File: config.mk
export PLATFORM = sky130hd
export DESIGN_NAME = rot_amt_sequencer
export DESIGN_NICKNAME = d
export VERILOG_FILES = /design/src/rtl/rot_amt_sequencer.sv
export SDC_FILE = /design/constraint.sdc
export NUM_CORES = 1
export LEC_CHECK = 0
export BUFFER_PORTS_ARGS = -buffer_cell sky130_fd_sc_hd__buf_2
export CAP_MARGIN = 10
export CORE_UTILIZATION = 25
export DETAILED_ROUTE_END_ITERATION = 10
export HOLD_SLACK_MARGIN = 0.08
export SYNTH_ARGS = -nofsm -noshare
export SYNTH_HDL_FRONTEND = slang
export SYNTH_SLANG_ARGS = --single-unit
File: constraint.sdc
create_clock -name clk -period 2.4 [get_ports clk]
set_input_delay 0.12 -clock clk [delete_from_list [all_inputs] [get_ports clk]]
set_output_delay 0.12 -clock clk [all_outputs]
set_load 0.01 [all_outputs]
File: src/rtl/rot_amt_sequencer.sv
// Timed rotation-amount sequencer: holds a loaded word and advances the downstream
// rotator's amount by a programmable step every TICK_DIV enabled cycles, modulo N.
module rot_amt_sequencer #(
  parameter int unsigned N        = 10,
  parameter int unsigned TICK_DIV = 5_000_000,
  localparam int unsigned AW      = $clog2(N),
  localparam int unsigned CW      = $clog2(TICK_DIV)
) (
  input  logic          clk,
  input  logic          reset,
  input  logic          clr,
  input  logic          load,
  input  logic [N-1:0]  din,
  input  logic          en,
  input  logic [AW-1:0] step,
  output logic [N-1:0]  data_out,
  output logic [AW-1:0] amt_out,
  output logic          tick,
  output logic          wrap,
  output logic          busy
);

  typedef enum logic [0:0] {StIdle, StRun} state_e;

  localparam logic [AW:0]   NW = (AW + 1)'(N);
  localparam logic [CW-1:0] TC = CW'(TICK_DIV - 1);

  state_e        state_q, state_d;
  logic [N-1:0]  data_q, data_d;
  logic [AW-1:0] amt_q, amt_d;
  logic [CW-1:0] cnt_q, cnt_d;
  logic          tick_q, tick_d;
  logic          wrap_q, wrap_d;

  logic [AW:0]   step_ext;
  logic [AW-1:0] step_eff;
  logic [AW:0]   sum;
  logic [AW-1:0] amt_nx;
  logic          sum_wraps;

  // step < 2^AW < 2N, so a single conditional subtract is an exact mod N.
  always_comb begin
    step_ext  = {1'b0, step};
    step_eff  = (step_ext >= NW) ? AW'(step_ext - NW) : step;
    sum       = {1'b0, amt_q} + {1'b0, step_eff};
    sum_wraps = (sum >= NW);
    amt_nx    = sum_wraps ? AW'(sum - NW) : AW'(sum);
  end

  always_comb begin
    state_d = state_q;
    data_d  = data_q;
    amt_d   = amt_q;
    cnt_d   = cnt_q;
    tick_d  = 1'b0;
    wrap_d  = 1'b0;

    unique case (state_q)
      StIdle: begin
      end
      StRun: begin
        if (en) begin
          if (cnt_q == TC) begin
            cnt_d  = '0;
            amt_d  = amt_nx;
            tick_d = 1'b1;
            wrap_d = sum_wraps;
          end else begin
            cnt_d = cnt_q + CW'(1);
          end
        end
      end
      default: state_d = StIdle;
    endcase

    // load overrides any terminal-count step in the same cycle; clr overrides load.
    if (load) begin
      state_d = StRun;
      data_d  = din;
      amt_d   = '0;
      cnt_d   = '0;
      tick_d  = 1'b0;
      wrap_d  = 1'b0;
    end
    if (clr) begin
      state_d = StIdle;
      data_d  = '0;
      amt_d   = '0;
      cnt_d   = '0;
      tick_d  = 1'b0;
      wrap_d  = 1'b0;
    end
  end

  always_ff @(posedge clk or posedge reset) begin
    if (reset) begin
      state_q <= StIdle;
      data_q  <= '0;
      amt_q   <= '0;
      cnt_q   <= '0;
      tick_q  <= 1'b0;
      wrap_q  <= 1'b0;
    end else begin
      state_q <= state_d;
      data_q  <= data_d;
      amt_q   <= amt_d;
      cnt_q   <= cnt_d;
      tick_q  <= tick_d;
      wrap_q  <= wrap_d;
    end
  end

  assign data_out = data_q;
  assign amt_out  = amt_q;
  assign tick     = tick_q;
  assign wrap     = wrap_q;
  assign busy     = (state_q == StRun);

endmodule

==> impl_metrics.env, run 1 <==
export IMPL_gp_congestion=0.795
export IMPL_cpMaxStageDelayCell="dfrtp_1"
export IMPL_maxCapViolCount=0
export IMPL_cts_buffers=5
export IMPL_die_area_um2=9410
export IMPL_path_class="flip-flop to flip-flop"
export IMPL_path_max_fanout=5
export IMPL_viasPerCell=4.66
export IMPL_root_buffer="clkbuf_8"
export IMPL_avgSynthCellArea_um2=10.2
export IMPL_grt_pass1_wl_um=8020
export IMPL_syn_nets=249
export IMPL_clock_sinks=40
export IMPL_required_ns=2.57
export IMPL_synth_seq_cells=40
export IMPL_drtAntennaViolNets=0
export IMPL_critPathCaptureType="flip-flop"
export IMPL_grt_max_degree=41
export IMPL_track_usage=0.105
export IMPL_layout_drive_gt1_share=0.226
export IMPL_drt_pass1_iter_count=5
export IMPL_power_density_nw_per_um2=496
export IMPL_dp_hpwl_um=3290
export IMPL_io_buffer_count=35
export IMPL_clockBufferDepth=2
export IMPL_worstMarginPinSlew_ns=0.665
export IMPL_start_util=0.259
export IMPL_io_pins=36
export IMPL_fin_util=0.316
export IMPL_critical_path_top_delay_family="adder cells"
export IMPL_die_h_um=97.0
export IMPL_synth_warnings=0
export IMPL_min_path_type="input port to flip-flop"
export IMPL_rows=34
export IMPL_p_seq_frac=0.506
export IMPL_path_buf_inv=1
export IMPL_num_vias=1760
export IMPL_wl_per_cell_um=12.3
export IMPL_grt_ovfl_total=0
export IMPL_synth_cell_type_count=45
export IMPL_clkPwrFrac=0.390
export IMPL_hold_viol_final=0
export IMPL_switching_power_mw=0.315
export IMPL_netlist_area_um2=2260
export IMPL_arrival_ns=2.43
export IMPL_setup_viol=0
export IMPL_p_int_mw=1.05
export IMPL_startpoint_type="flip-flop"
export IMPL_synth_cells=222
export IMPL_area_growth_pct=22.3
export IMPL_stdcell_count=378
export IMPL_grt_pass1_vias=1703
export IMPL_die_w_um=97.0
export IMPL_h_tree_depth=2
export IMPL_fin_crit_sh=0.942
export IMPL_clk_pin_slew_ns=0.07
export IMPL_drt_total_wl_um=4640
export IMPL_nets=296
export IMPL_switching_share=0.230
export IMPL_max_freq_mhz=442
export IMPL_p_leak_nw=1.33
export IMPL_core_um2=8720
export IMPL_path_cells="ha_1, fa_2, xor2_2, inv_1, ha_2, o221ai_1, a31oi_2, nand2b_4, o221ai_2"
export IMPL_postCtsSetupBuffers=0
export IMPL_slew_headroom=0.553
export IMPL_drv_slew=0
export IMPL_setup_slack_ns=0.140
export IMPL_finClkSkew_ns=0.00445
export IMPL_insertion_delay_ns=0.29
export IMPL_ys_seq_area_frac=0.443
export IMPL_route_detailed_drc=0
export IMPL_comb_power_share=0.104
export IMPL_ir_worst_vdd_mv=0.365
export IMPL_min_period_ns=2.26
export IMPL_rsz0062_at_grt="false"
export IMPL_outcome="completed"
export IMPL_critPathMaxStageDelay_ns=0.40
export IMPL_num_antenna_cells=0
export IMPL_cts_tree="built"
export IMPL_antenna_found_initial=0
export IMPL_place_inst=361
export IMPL_drtIter0Drc=70
export IMPL_finalSetupTns_ns=0
export IMPL_design_power_total_mw=1.37
export IMPL_pre_cts_ws_ns=0.0315
[registers in the layout (all words and copies together) (netlist names)]
register and count:
wrap 1, data_out 10, busy 1, tick 1
amt_out 4, cnt_q 23
[repair_timing]
item | 4_1_cts | 5_1_grt
resized for setup | 0 | 4
endpoints found under the setup margin | 0 | 3
hold endpoints to repair | 48 | 0
hold buffers | 9 | 0
[cell usage after synthesis, drive strengths merged]
| cell type | count | area (µm²) |
|---|---|---|
| a211o | 2 | 17.5 |
| a211oi | 1 | 12.5 |
| a21o | 2 | 15.0 |
| a21oi | 6 | 30.0 |
| a22o | 1 | 8.76 |
| a31o | 1 | 8.76 |
| a31oi | 4 | 25.0 |
| a32o | 1 | 10.0 |
| and2 | 1 | 6.26 |
| and3 | 6 | 38.8 |
| and4 | 2 | 17.5 |
| buf | 4 | 35.0 |
| clkbuf | 3 | 11.3 |
| dfrtp | 40 | 1000 |
| fa | 1 | 20.0 |
| ha | 7 | 87.6 |
| inv | 13 | 48.8 |
| mux2i | 13 | 130 |
| nand2 | 12 | 45.0 |
| nand2b | 2 | 20.0 |
| nand3 | 12 | 72.6 |
| nand4 | 11 | 68.8 |
| nand4b | 1 | 8.76 |
| nand4bb | 1 | 11.3 |
| nor2 | 34 | 135 |
| nor3 | 4 | 20.0 |
| nor4 | 4 | 70.1 |
| o211ai | 1 | 7.51 |
| o21a | 1 | 7.51 |
| o21ai | 4 | 20.0 |
| o21ba | 1 | 10.0 |
| o221ai | 2 | 23.8 |
| o2bb2ai | 2 | 17.5 |
| or3 | 1 | 6.26 |
| or4 | 2 | 22.5 |
| xnor2 | 5 | 43.8 |
| xor2 | 14 | 123 |
[per-layer routing]
| layer | vias up | track usage | wire (µm) | part of all wire |
|---|---|---|---|---|
| met3 | 7 | 0.0238 | 156 | 0.034 |
| met4 | 0 | 0.0448 | 77 | 0.017 |
| li1 | 875 | - | - | - |
| met2 | 33 | 0.157 | 2060 | 0.45 |
| met1 | 845 | 0.144 | 2340 | 0.50 |
| met5 | - | 0 | 0 | 0 |
[worst register-to-register path: stages, from the launching register on]
cell	delay (ns)
dfrtp_1	0.40
ha_1	0.22
fa_2	0.38
xor2_2	0.18
inv_1	0.07
ha_2	0.20
o221ai_1	0.13
a31oi_2	0.30
nand2b_4	0.19
o221ai_2	0.09
[power by group through the flow]
stage | Combinational (mW) | Clock [mW] | Sequential, mW
after detailed placement | 0.129 | 0 | 0.706
after floorplan | 0.0769 | 0 | 0.710
final | 0.142 | 0.535 | 0.693
after global routing | 0.161 | 0.582 | 0.694
after global placement | 0.126 | 0 | 0.705
after CTS | 0.140 | 0.553 | 0.693
[metrics by stage]
stage | hold slack (ns) | instance area, µm²
global placement | 0.268 | 2540
global route | 0.134 | 2760
floorplan | 0.186 | 2260
finish | 0.0842 | 2760
detailed placement | 0.277 | 2540
CTS | 0.0824 | 2740
[placed cells by master, fill, tap and decap left out, types with 6 or more instances in the layout]
cell	synthesis	layout
nand4_1	11	11
inv_1	13	13
nand3_1	11	11
dlygate4sd3_1	0	9
a21oi_1	6	6
buf_2	1	35
xor2_1	14	13
nand2_1	12	12
mux2i_1	13	13
nor2_1	33	33
ha_1	7	6
dfrtp_1	40	40
[layout make-up]
class	instances	area, µm²
fill	890	5960
sequential	40	1000
multi-input combinational	162	1180
clock buffer	6	72.6
inverter	13	48.8
tap	108	135
timing repair buffer	47	288
clock inverter	2	35.0
[kinds of logic after synthesis]
group | count (synthesis) | synth area share
AO/OA/AOI/OAI | 29 | 0.0948
XOR/XNOR | 19 | 0.0737
adder cells (fa/ha/maj) | 8 | 0.0477
buffers and inverters | 20 | 0.0421
flip-flops | 40 | 0.443
multiplexers | 13 | 0.0576
AND/OR/NAND/NOR | 93 | 0.241
[worst paths after layout]
check | end | depth (start not counted) | start | slack [ns]
setup reg to reg | amt_out[2] | 9 | amt_out[0] | 0.14
min in group asynchronous | tick | 4 | reset | 0.51
max in group asynchronous | busy | 4 | reset | 1.54
hold reg to reg | data_out[4] | 2 | data_out[4] | 0.52
hold / removal | data_out[1] | 3 | din[1] | 0.08
setup / recovery | amt_out[2] | 9 | amt_out[0] | 0.14
Note: power is estimated with default switching activity, not from simulation.
==> run 2, diff against run 1 <==
--- a/config.mk
+++ b/config.mk
@@ -10,4 +10,5 @@
 export CORE_UTILIZATION = 25
 export DETAILED_ROUTE_END_ITERATION = 10
+export GPL_TIMING_DRIVEN = 0
 export HOLD_SLACK_MARGIN = 0.08
 export SYNTH_ARGS = -nofsm -noshare
==> constraint.sdc (replaced) <==
create_clock -name clk -period 2.4 [get_ports clk]
set_input_delay 0.48 -clock clk [delete_from_list [all_inputs] [get_ports clk]]
set_output_delay 0.48 -clock clk [all_outputs]
set_load 0.01 [all_outputs]
==> run 2 against run 1 <==
  * Routed wire length down 2.7%
  * Largest cell class unchanged
  * Critical endpoint is now amt_out[1]
  * Highest routed layer unchanged
  * Clock power up 6.5%
  * Hold slack better by 0.25 ns
  * Clock skew up 0.0052 ns
==> impl_metrics.env, run 2 (synthesized netlist as in run 1, its figures left out) <==
export IMPL_gp_congestion=0.844
export IMPL_num_vias=1747
export IMPL_insertion_delay_ns=0.30
export IMPL_min_period_ns=2.28
export IMPL_required_ns=2.58
export IMPL_track_usage=0.102
export IMPL_h_tree_depth=2
export IMPL_hold_viol_final=0
export IMPL_die_w_um=97.0
export IMPL_cts_buffers=5
export IMPL_arrival_ns=2.46
export IMPL_clock_sinks=40
export IMPL_finalSetupTns_ns=0
export IMPL_holdBufCountCts=0
export IMPL_clockBufferDepth=2
export IMPL_slew_headroom=0.447
export IMPL_route_detailed_drc=0
export IMPL_start_util=0.259
export IMPL_cts_tree="built"
export IMPL_area_growth_pct=19.5
export IMPL_drtAntennaViolNets=0
export IMPL_ff2ff_setup_slack_ns=0.16
export IMPL_r2r_start="amt_out[0]"
export IMPL_setup_viol=0
export IMPL_p_leak_nw=1.30
export IMPL_power_density_nw_per_um2=518
export IMPL_place_inst=364
export IMPL_drt_total_wl_um=4510
export IMPL_grt_ovfl_total=0
export IMPL_io_buffer_count=34
export IMPL_max_freq_mhz=440
export IMPL_path_cells="buf_2, inv_1, ha_1, a21oi_1, ha_1, xor2_1, inv_1, ha_4, o221ai_1, a31oi_2, xnor2_1, o2bb2ai_1"
export IMPL_io_pins=36
export IMPL_final_common_cell="dfrtp_1"
export IMPL_worstMarginPinSlew_ns=0.829
export IMPL_grt_pass1_wl_um=7960
export IMPL_wl_per_cell_um=12.1
export IMPL_nets=290
export IMPL_stdcell_count=372
export IMPL_clk_pin_slew_ns=0.09
export IMPL_rows=34
export IMPL_die_h_um=97.0
export IMPL_ir_worst_vdd_mv=0.297
export IMPL_most_common_layout_cells="dfrtp_1 (40), buf_2 (35), nor2_1 (33), xor2_1 (14), mux2i_1 (13)"
export IMPL_r2r_end="amt_out[1]"
export IMPL_grt_pass1_vias=1733
export IMPL_layout_drive_gt1_share=0.231
export IMPL_hold_ws_ns=0.338
export IMPL_fin_util=0.309
export IMPL_critPathCaptureType="flip-flop"
export IMPL_drv_slew=0
export IMPL_startpoint_type="input port"
export IMPL_min_path_type="input port to asynchronous set/reset pin"
export IMPL_postCtsSetupBuffers=0
export IMPL_path_class="input port to flip-flop"
export IMPL_finClkSkew_ns=0.00964
export IMPL_grt_max_degree=41
export IMPL_die_area_um2=9410
export IMPL_num_antenna_cells=0
export IMPL_largest_reg_flops=23
export IMPL_outcome="completed"
export IMPL_reg2reg_depth=9
export IMPL_drtIter0Drc=134
export IMPL_top_register="cnt_q"
export IMPL_fin_crit_sh=0.948
export IMPL_cpMaxStageDelayCell="ha_1"
export IMPL_core_um2=8720
export IMPL_dp_hpwl_um=3420
export IMPL_viasPerCell=4.70
export IMPL_antenna_found_initial=0
export IMPL_drt_pass1_iter_count=4
export IMPL_critPathMaxStageDelay_ns=0.30
export IMPL_maxCapViolCount=0
export IMPL_path_max_fanout=5
export IMPL_root_buffer="clkbuf_8"
run 2: cell count changes in the layout (fill, tap and decap cells not counted), moves of 2 or more:
cell / previous run / this run
buf_4: 3 / 1
clkbuf_1: 1 / 3
buf_6: 0 / 2
dlygate4sd3_1: 9 / 0
run 2: area by class of cell:
cell class / count / area, µm²
well taps: 108 / 135
plain buffers: 7 / 46.3
inverters: 13 / 48.8
multi-input cells: 162 / 1180
clock inverters: 3 / 46.3
clock buffers: 5 / 68.8
flip-flops and latches: 40 / 1000
fillers: 912 / 6020
repair buffers: 34 / 170
run 2: worst max-delay path: cells and delay by family:
kind | cells | cell delay [ns]
fa+ha+maj | 3 | 0.77
compound gates | 4 | 0.52
xor+xnor | 2 | 0.42
buf+inv | 3 | 0.27
run 2: stage by stage:
| stage | worst slack, ns | power [mW] | area [µm²] |
|---|---|---|---|
| after floorplan | 0.00892 | 0.791 | 2270 |
| after global placement | -0.275 | 0.837 | 2570 |
| after detailed placement | -0.297 | 0.841 | 2570 |
| after CTS | 0.0248 | 1.41 | 2690 |
| after global routing | -0.00632 | 1.45 | 2700 |
| final | 0.125 | 1.40 | 2700 |
run 2: power by group:
part           switching (mW)  internal [mW]  total (mW)
Sequential            0.00804          0.684       0.692
Clock                   0.257          0.313       0.570
Combinational          0.0791         0.0539       0.133
Total                   0.344           1.05        1.40
run 2: how the worst max path moves through the flow:
| stage | from | end | slack, ns | depth (start not counted) |
|---|---|---|---|---|
| finish | step[1] | amt_out[1] | 0.12 | 12 |
| global route | step[1] | amt_out[1] | -0.006 | 12 |
| CTS | step[1] | amt_out[2] | 0.02 | 12 |
| detailed placement | step[1] | amt_out[2] | -0.30 | 12 |
| global placement | step[1] | amt_out[2] | -0.28 | 12 |
| floorplan | step[1] | amt_out[2] | 0.009 | 11 |
run 2: metal layers:
layer	track usage	wire, µm
met2	0.164	2040
met4	0.0310	62
met1	0.135	2200
met5	0	0
met3	0.0260	218
run 2: what timing repair did:
| action | CTS | global route |
|---|---|---|
| hold endpoints to repair | 0 | 0 |
| resized for setup | 0 | 2 |
| setup endpoints to repair | 0 | 3 |
